==> src/rtl/pc_ctrl_pkg.sv <==
// -----------------------------------------------------------------------------
// pc_ctrl_pkg
// Shared types for the next-PC sequencer:
//   redir_kind_e  - redirect source. The encoding order is the priority order:
//                   a larger value beats a smaller one.
//   irq_state_e   - single-level interrupt entry/exit FSM states.
//   rk_higher()   - strict priority compare between two redirect kinds.
// -----------------------------------------------------------------------------
package pc_ctrl_pkg;

    typedef enum logic [2:0] {
        RK_SEQ  = 3'd0,
        RK_JAL  = 3'd1,
        RK_BR   = 3'd2,
        RK_IRQ  = 3'd3,
        RK_MRET = 3'd4,
        RK_RST  = 3'd5
    } redir_kind_e;

    typedef enum logic [1:0] {
        IRQ_IDLE  = 2'd0,
        IRQ_ENTER = 2'd1,
        IRQ_ISR   = 2'd2,
        IRQ_EXIT  = 2'd3
    } irq_state_e;

    // True when kind a strictly outranks kind b. An equal kind never wins,
    // so a second request of the same kind cannot displace a held one.
    function automatic logic rk_higher(input redir_kind_e a, input redir_kind_e b);
        return a > b;
    endfunction

endpackage

==> src/rtl/pc_redirect_arb.sv <==
// -----------------------------------------------------------------------------
// pc_redirect_arb
// Combinational priority pick of the next-PC source.
//
// Ports:
//   pc_cur                       current PC (sequential target = pc_cur+PC_STEP)
//   sw_reset                     soft reset request (target RESET_PC)
//   mret_req / mret_pc           return-from-ISR request and address
//   irq_live / irq_vec           interrupt ready to commit and its vector
//   br_taken / br_target         EX branch redirect
//   jal_valid / jal_target       ID jump redirect
//   pend_valid/kind/target       redirect held from an earlier stall
//   sel_kind / sel_target        winner to commit when the PC is written
//   hold_kind / hold_target      best live redirect eligible to be held
//                                through a stall (mret/br/jal only)
// -----------------------------------------------------------------------------
module pc_redirect_arb
    import pc_ctrl_pkg::*;
#(
    parameter int              XLEN     = 32,
    parameter logic [XLEN-1:0] RESET_PC = '0,
    parameter int              PC_STEP  = 4
) (
    input  logic [XLEN-1:0] pc_cur,
    input  logic            sw_reset,
    input  logic            mret_req,
    input  logic [XLEN-1:0] mret_pc,
    input  logic            irq_live,
    input  logic [XLEN-1:0] irq_vec,
    input  logic            br_taken,
    input  logic [XLEN-1:0] br_target,
    input  logic            jal_valid,
    input  logic [XLEN-1:0] jal_target,
    input  logic            pend_valid,
    input  redir_kind_e     pend_kind,
    input  logic [XLEN-1:0] pend_target,
    output redir_kind_e     sel_kind,
    output logic [XLEN-1:0] sel_target,
    output redir_kind_e     hold_kind,
    output logic [XLEN-1:0] hold_target
);

    logic [XLEN-1:0] seq_target;
    redir_kind_e     live_kind;
    logic [XLEN-1:0] live_target;
    redir_kind_e     cand_kind;
    logic [XLEN-1:0] cand_target;

    // Wraps modulo 2^XLEN by construction.
    assign seq_target = pc_cur + XLEN'(PC_STEP);

    // NOTE: every output of a combinational block gets a default first so no
    // path leaves it unassigned (which would infer a latch); blocking '=' is
    // used here because later statements must see the earlier values.
    always_comb begin
        // Held-through-stall candidates, lowest priority first so the last
        // true condition leaves the highest-priority request in place.
        hold_kind   = RK_SEQ;
        hold_target = seq_target;
        if (jal_valid) begin
            hold_kind   = RK_JAL;
            hold_target = jal_target;
        end
        if (br_taken) begin
            hold_kind   = RK_BR;
            hold_target = br_target;
        end
        if (mret_req) begin
            hold_kind   = RK_MRET;
            hold_target = mret_pc;
        end

        // The interrupt is tracked by the FSM rather than the pending slot,
        // so it only joins the live set here.
        live_kind   = hold_kind;
        live_target = hold_target;
        if (irq_live && rk_higher(RK_IRQ, live_kind)) begin
            live_kind   = RK_IRQ;
            live_target = irq_vec;
        end
        if (sw_reset) begin
            live_kind   = RK_RST;
            live_target = RESET_PC;
        end

        cand_kind   = pend_valid ? pend_kind   : RK_SEQ;
        cand_target = pend_valid ? pend_target : seq_target;

        // A live request must strictly outrank the held one to replace it.
        if (rk_higher(live_kind, cand_kind)) begin
            sel_kind   = live_kind;
            sel_target = live_target;
        end else begin
            sel_kind   = cand_kind;
            sel_target = cand_target;
        end
    end

endmodule

==> src/rtl/pc_redirect_ctrl.sv <==
// -----------------------------------------------------------------------------
// pc_redirect_ctrl
// Next-PC sequencer for the program-counter register. Each cycle it chooses
// among sequential, jump, branch, interrupt-entry, mret-return and soft-reset
// targets, holds a redirect that arrives while the pipeline is stalled and
// applies it once the stall clears, and runs a single-level interrupt
// entry/exit FSM.
//
// Ports:
//   clk, reset            clock; synchronous active-low reset
//   pc_cur                current PC register value
//   im/dm/csr_stall       stall sources; any one blocks the PC write
//   jal_*, br_*           jump / branch redirects
//   irq_req, irq_vec      level interrupt request and ISR entry address
//   mret_req, mret_pc     return-from-ISR request and address
//   sw_reset              CSR soft reset (overrides stalls)
//   pc_next, pc_we        value and write enable for the PC register
//   flush_if, flush_id    kill IF / ID instructions on a committed redirect
//   irq_ack               one-cycle pulse when the ISR vector commits
//   in_isr                FSM is in ENTER or ISR
//   redir_pend            a held redirect is waiting for stall release
//   pc_misalign           committed target had nonzero low bits
//
// Build option: define PC_MISALIGN_CHK_EN to clear bits [1:0] of a committed
// target and pulse pc_misalign; otherwise targets pass unmodified and
// pc_misalign is tied low.
// -----------------------------------------------------------------------------
module pc_redirect_ctrl
    import pc_ctrl_pkg::*;
#(
    parameter int              XLEN     = 32,
    parameter logic [XLEN-1:0] RESET_PC = '0,
    parameter int              PC_STEP  = 4
) (
    input  logic            clk,
    input  logic            reset,
    input  logic [XLEN-1:0] pc_cur,
    input  logic            im_stall,
    input  logic            dm_stall,
    input  logic            csr_stall,
    input  logic            jal_valid,
    input  logic [XLEN-1:0] jal_target,
    input  logic            br_taken,
    input  logic [XLEN-1:0] br_target,
    input  logic            irq_req,
    input  logic [XLEN-1:0] irq_vec,
    input  logic            mret_req,
    input  logic [XLEN-1:0] mret_pc,
    input  logic            sw_reset,
    output logic [XLEN-1:0] pc_next,
    output logic            pc_we,
    output logic            flush_if,
    output logic            flush_id,
    output logic            irq_ack,
    output logic            in_isr,
    output logic            redir_pend,
    output logic            pc_misalign
);

    irq_state_e      state_q, state_d;
    logic            pend_valid_q;
    redir_kind_e     pend_kind_q;
    logic [XLEN-1:0] pend_target_q;

    logic            stall;
    logic            commit;
    logic            irq_live;
    redir_kind_e     sel_kind;
    logic [XLEN-1:0] sel_target;
    redir_kind_e     hold_kind;
    logic [XLEN-1:0] hold_target;
    logic [XLEN-1:0] commit_target;
    logic            misalign;

    assign stall    = im_stall | dm_stall | csr_stall;
    // Soft reset writes the PC even while stalled.
    assign commit   = sw_reset | ~stall;
    // An interrupt is only offered for commit once the FSM has entered ENTER;
    // dropping irq_req there withdraws it.
    assign irq_live = (state_q == IRQ_ENTER) && irq_req;

    pc_redirect_arb #(
        .XLEN     (XLEN),
        .RESET_PC (RESET_PC),
        .PC_STEP  (PC_STEP)
    ) u_arb (
        .pc_cur      (pc_cur),
        .sw_reset    (sw_reset),
        .mret_req    (mret_req),
        .mret_pc     (mret_pc),
        .irq_live    (irq_live),
        .irq_vec     (irq_vec),
        .br_taken    (br_taken),
        .br_target   (br_target),
        .jal_valid   (jal_valid),
        .jal_target  (jal_target),
        .pend_valid  (pend_valid_q),
        .pend_kind   (pend_kind_q),
        .pend_target (pend_target_q),
        .sel_kind    (sel_kind),
        .sel_target  (sel_target),
        .hold_kind   (hold_kind),
        .hold_target (hold_target)
    );

`ifdef PC_MISALIGN_CHK_EN
    always_comb begin
        commit_target = sel_target;
        misalign      = 1'b0;
        if (sel_target[1:0] != 2'b00) begin
            commit_target[1:0] = 2'b00;
            misalign           = 1'b1;
        end
    end
`else
    assign commit_target = sel_target;
    assign misalign      = 1'b0;
`endif

    // NOTE: sequential state uses non-blocking '<=' so every register samples
    // the pre-edge values of the others, independent of statement order.
    always_ff @(posedge clk) begin
        if (!reset) begin
            pend_valid_q  <= 1'b0;
            pend_kind_q   <= RK_SEQ;
            pend_target_q <= '0;
        end else if (commit) begin
            pend_valid_q  <= 1'b0;
        end else if (hold_kind != RK_SEQ &&
                     (!pend_valid_q || rk_higher(hold_kind, pend_kind_q))) begin
            pend_valid_q  <= 1'b1;
            pend_kind_q   <= hold_kind;
            pend_target_q <= hold_target;
        end
    end

    always_ff @(posedge clk) begin
        if (!reset) begin
            state_q <= IRQ_IDLE;
        end else begin
            state_q <= state_d;
        end
    end

    always_comb begin
        state_d = state_q;
        if (sw_reset) begin
            state_d = IRQ_IDLE;
        end else begin
            unique case (state_q)
                IRQ_IDLE: begin
                    if (irq_req) state_d = IRQ_ENTER;
                end
                IRQ_ENTER: begin
                    if (!irq_req)
                        state_d = IRQ_IDLE;
                    else if (commit && sel_kind == RK_IRQ)
                        state_d = IRQ_ISR;
                end
                IRQ_ISR: begin
                    // irq_req is not looked at here: no nesting.
                    if (commit && sel_kind == RK_MRET) state_d = IRQ_EXIT;
                end
                IRQ_EXIT: begin
                    // One cycle with irq_req ignored so a still-high level
                    // request does not immediately re-enter.
                    state_d = IRQ_IDLE;
                end
                default: state_d = IRQ_IDLE;
            endcase
        end
    end

    // While reset is held every output shows its reset value.
    always_comb begin
        pc_next     = RESET_PC;
        pc_we       = 1'b0;
        flush_if    = 1'b0;
        flush_id    = 1'b0;
        irq_ack     = 1'b0;
        pc_misalign = 1'b0;
        if (reset) begin
            pc_next = commit ? commit_target : pc_cur;
            if (commit) begin
                pc_we       = 1'b1;
                pc_misalign = misalign;
                irq_ack     = (sel_kind == RK_IRQ);
                flush_if    = (sel_kind != RK_SEQ);
                flush_id    = (sel_kind == RK_BR)   || (sel_kind == RK_IRQ) ||
                              (sel_kind == RK_MRET) || (sel_kind == RK_RST);
            end
        end
    end

    assign in_isr     = reset && (state_q == IRQ_ENTER || state_q == IRQ_ISR);
    assign redir_pend = reset && pend_valid_q;

endmodule

==> config.mk <==
export PLATFORM = sky130hd
export DESIGN_NAME = pc_redirect_ctrl
export DESIGN_NICKNAME = d
export VERILOG_FILES = /design/src/rtl/pc_ctrl_pkg.sv /design/src/rtl/pc_redirect_arb.sv /design/src/rtl/pc_redirect_ctrl.sv
export SDC_FILE = /design/constraint.sdc
export NUM_CORES = 1
export LEC_CHECK = 0
export ABC_AREA = 1
export BUFFER_PORTS_ARGS = -buffer_cell sky130_fd_sc_hd__buf_2
export CORE_AREA = 2 2 130 132
export DETAILED_ROUTE_END_ITERATION = 12
export DIE_AREA = 0 0 132 134
export GPL_TIMING_DRIVEN = 0
export SETUP_SLACK_MARGIN = 0.05
export SYNTH_ARGS = -nofsm -noshare
export SYNTH_HDL_FRONTEND = slang
export SYNTH_SLANG_ARGS = --single-unit
==> constraint.sdc <==
create_clock -name clk -period 2.3 [get_ports clk]
set_input_delay 0.345 -clock clk [delete_from_list [all_inputs] [get_ports clk]]
set_output_delay 0.345 -clock clk [all_outputs]
set_load 0.005 [all_outputs]
### Word level (Yosys, flattened, before mapping)

Cells that the tools add are included.

* logic and storage cells: 73
* output and inout port bits: 39
* flip-flop bits (word level): 38
* input port bits: 170

* mux-type cells: 29
* order comparisons: 3
* eq/ne operators: 10
* add/sub/neg operators: 1
* bitwise logic cells: 6
* reduce and logical (&&, ||, !) cells: 20

Operator list (number)
* 32-bit 2-to-1 mux: 9
* 32-bit by 3-bit adder with 32-bit output (second input constant): 1
* 3-bit 2-to-1 mux: 5
* 2-bit 2-to-1 mux: 5
* 1-bit 2-to-1 mux: 9
* 2-bit one-hot mux with 4 select lines: 1
* 1-bit logical AND: 7
* 3-bit by 2-bit equality test with 1-bit output (second input constant): 2
* 3-bit equality test (second input constant): 2
* 3-bit > comparator: 2
* 3-bit nonzero test: 2
* 1-bit logical OR: 5
* 2-bit equality test (second input constant): 2
* 2-bit != test (second input constant): 2
* 2-bit OR reduction: 2
* 2-bit by 3-bit > comparator with 1-bit output (first input constant): 1
* 3-bit by 2-bit != test with 1-bit output (second input constant): 1
* 1-bit NOT: 3
* 1-bit bitwise OR: 3
* 3-bit AND reduction: 1
* 2-bit by 1-bit equality test with 1-bit output (second input constant): 1
* 2-bit logical NOT: 1
* 2-bit AND reduction: 1
* 1-bit logical NOT: 1

### Longest topological paths before layout

* depth in word-level cells: 15
* depth in mapped cells: 21
* gate-level depth less buffers: 20

### Cells and area by module

Synthesis repeated with hierarchy kept, for this count alone.

* cell total of the unflattened synthesis: 896
* area, all modules: 5195.0 µm²

Modules (own cells, without submodules)
* pc_redirect_arb: cells each 628, sequential area each 0.0 µm², area each 2974.1 µm², times used 1
* pc_redirect_ctrl: cells each 268, sequential area each 760.7 µm², area each 2220.9 µm², times used 1

### Least setup slack after synthesis

Ideal clock, no wire load.

* path kind: register to output
* from: reg (tool-made name)
* to: out pc_next[0]
* data required time: 1.955 ns
* stages on the path, launching flop included: 16
* arrival time: 2.075 ns
* path buffers: 2
* setup slack: -0.120 ns
* path through: dfxtp_1 -> inv_1 -> ha_1 -> nand2_1 -> nand2_1 -> nand2_1 -> inv_1 -> ha_1 -> nand3b_1 -> nand2_1 -> nand2_1 -> buf_2 -> clkbuf_1 -> o211ai_1 -> nand3_1 -> o21ai_0

RTL lines
* end, declared: line pc_redirect_ctrl.sv:50 `output logic [XLEN-1:0] pc_next,`

==> flow_metrics.tcl <==
set metrics [dict create \
    status "finished with violations" \
    failed_checks "setup timing" \
    required_ns 1.96 \
    cpPeakStageDelay_ns 0.32 \
    portBuffers 205 \
    crit_path_top_delay_cell "dfxtp_2" \
    syn_inst 898 \
    hold_ws_ns 0.384 \
    drc 0 \
    criticalPathCategory "flip-flop to output port" \
    hpwl_mm 18.8 \
    min_path_cells 3 \
    tightest_slew_ns 0.984 \
    p_sw_frac 0.404 \
    drtIter0Drc 630 \
    period_needed_ns 2.88 \
    area_delta_synth_final_pct 43.1 \
    gp_congestion 0.987 \
    path_cells "inv_2 > ha_4 > nand3_2 > buf_6 > nand2_4 > nor2_4 > ha_4 > nand3b_1 > nand2_2 > nand2_2 > buf_6 > clkbuf_16 > a31oi_1 > nand2_1 > nand3_1 > nand2_1 > buf_2" \
    total_power_mw 2.77 \
    cts_root_buf "clkbuf_16" \
    clk_pin_slew_ns 0.06 \
    cts_buffers 5 \
    grt.overflow.total 0 \
    ys_seq_elements 38 \
    worst_ep_arrival_time_ns 2.54 \
    rsz0062_at_grt "true" \
    antenna_left 0 \
    hold_end "pend_kind_q[2]$_SDFFE_PN0P_" \
    ys_async_sr_fraction 0 \
    yosys-top-cells-count "262 x nand2_1, 132 x nor2_1, 84 x inv_1, 58 x nand3_1, 56 x a21oi_1" \
    synth.distinct_cells 40 \
    ir_drop_mv 0.246 \
    cpLargestDelayFamily "simple AND/OR/NAND/NOR gates" \
    path_buf_inv 5 \
    yosysTopAreaCell "nand2_1" \
    r2r_slack_ns -0.10 \
    netlist_area_um2 4840 \
    synth_ff_type "dfxtp_1" \
    synth-edff-count 0 \
    post_dp_cell_area_um2 6210 \
    p_per_area_nw_per_um2 399 \
    vias_per_cell 5.10 \
    synthMostInstantiatedCell "nand2_1" \
    pwr-share-seq 0.269 \
    p_leak_nw 3.49 \
    dr.pass1.iters 5 \
    maxCapViolations 0 \
    h-tree-depth 2 \
    insertion_delay_ns 0.28 \
    num_io_pins 209 \
    ys_seq_area_frac 0.157 \
    hp-class "input pin to flip-flop" \
    synth_top_area_frac 0.203 \
    cts_hold_buf 0 \
    dieArea_um2 17700 \
    postLayoutCellArea_um2 6920 \
    yosysWarnings 0 \
    avgSynthCellArea_um2 5.39 \
    rows 47 \
    grt_pass1_vias 6371 \
    die_y_um 134 \
    r2r_cells 18 \
    setup_viol 37 \
    min_period_over_period 1.25 \
    pwr-share-clk 0.253 \
    wl_per_cell_um 18.3 \
    cts_tree "yes" \
    max_freq_ghz 0.347 \
    grt_pass1_wl_mm 36.2 \
    syn_nets 1078 \
    die_x_um 132 \
    clk_path_buf_depth 2 \
    slew_viol_final 0 \
    relSlewSlack 0.344 \
    endpoint_kind "output port" \
    drive_above_1_share 0.319 \
    p_comb_frac 0.478 \
    cp_max_fo 10 \
    layout_setup_ws_ns -0.580 \
    fin_worst_skew_ns 0.00511 \
    antenna_found_initial 1 \
    nets 1311 \
    min_from "mret_req" \
    track_usage 0.267 \
    internal-power_mw 1.65 \
    start_kind "flip-flop" \
    start_util 0.297 \
    vias 6894 \
    coreArea_um2 16300 \
    finalWirelength_mm 24.7 \
    switchingPower_mw 1.12 \
    hold_viol 0 \
    synth.area.top_cells "nand2_1 20%, dfxtp_1 16%, nor2_1 10%, inv_1 6.5%, nand3_1 6.0%" \
    cts.sinks 38 \
    grt_max_degree 12 \
]
[worst min-delay path: stages]
cell,delay (ns)
buf_4,0.15
nand2_1,0.07
a21oi_1,0.05
[per-layer routing]
layer	vias up	global-route usage	routed length (um)
met4	0	0.102	1150
li1	3403	-	-
met2	396	0.431	10800
met1	3027	0.354	10300
met3	68	0.0476	2530
met5	-	0	0
[flip-flops by register name, indices dropped and copies added, names as in the netlist, named ones only]
signal and cells:
pend_valid_q 1, state_q 1, pend_kind_q 3, pend_target_q 32
[cell families (layout without fill, tap and decap cells)]
family	count (synthesis)	count (layout)	share of synthesized area
adder cells (fa/ha/maj)	10	10	0.0259
AO/OA/AOI/OAI	191	191	0.234
XOR/XNOR	16	16	0.0290
AND/OR/NAND/NOR	500	500	0.434
flip-flops	38	38	0.157
other	1	2	0.000775
buffers and inverters	142	375	0.120
[power groups by stage]
| stage | clock, mW | sequential (mW) | combinational [mW] |
|---|---|---|---|
| 3_3_place_gp | 0 | 0.754 | 1.10 |
| 4_1_cts | 0.701 | 0.742 | 1.22 |
| 2_1_floorplan | 0 | 0.748 | 0.634 |
| 3_5_place_dp | 0 | 0.755 | 1.11 |
| 6_report | 0.700 | 0.744 | 1.32 |
| 5_1_grt | 0.729 | 0.749 | 1.43 |
[metrics by stage]
stage,std cells,utilization,setup WS [ns],setup TNS [ns]
floorplan,898,-,0.0511,0
global placement,1323,0.381,-0.656,-35.02
detailed placement,1323,0.381,-0.661,-34.46
CTS,1346,0.409,-0.532,-15.98
global route,1351,0.425,-0.660,-20.73
finish,1352,0.425,-0.580,-16.16
[repair_timing]
item | in CTS | in global routing
resized for setup | 59 | 66
endpoints found under the setup margin | 71 | 70
buffers inserted | 13 | 7
pin swaps | 24 | 28
cloned | 3 | 0
[final cells by class]
class | count | area (um^2)
tap | 220 | 275
timing repair buffer | 227 | 1240
buffer | 53 | 388
multi-input combinational | 718 | 3790
fill | 1836 | 9370
inverter | 88 | 334
sequential | 38 | 766
clock buffer | 6 | 129
clock inverter | 1 | 7.51
antenna | 1 | 2.50
[layout by cell type, fill, tap and decap left out, types with 18 or more instances in the layout]
cell type and instances:
a21oi_1 49, nor2_1 129, buf_4 18, nand3_1 53
o22ai_1 20, inv_1 80, buf_2 218, nand2_1 248
dfxtp_1 36, o21ai_0 35, clkbuf_1 22
[how the worst max path moves through the flow]
stage / cells past startpoint / endpoint
finish: 17 / pc_next[19]
global route: 18 / pc_next[14]
CTS: 18 / pc_next[19]
detailed placement: 14 / pend_target_q[11]$_SDFFE_PN0P_
global placement: 14 / pend_target_q[7]$_SDFFE_PN0P_
floorplan: 15 / pc_next[30]
(Power assumes the default switching activity.)
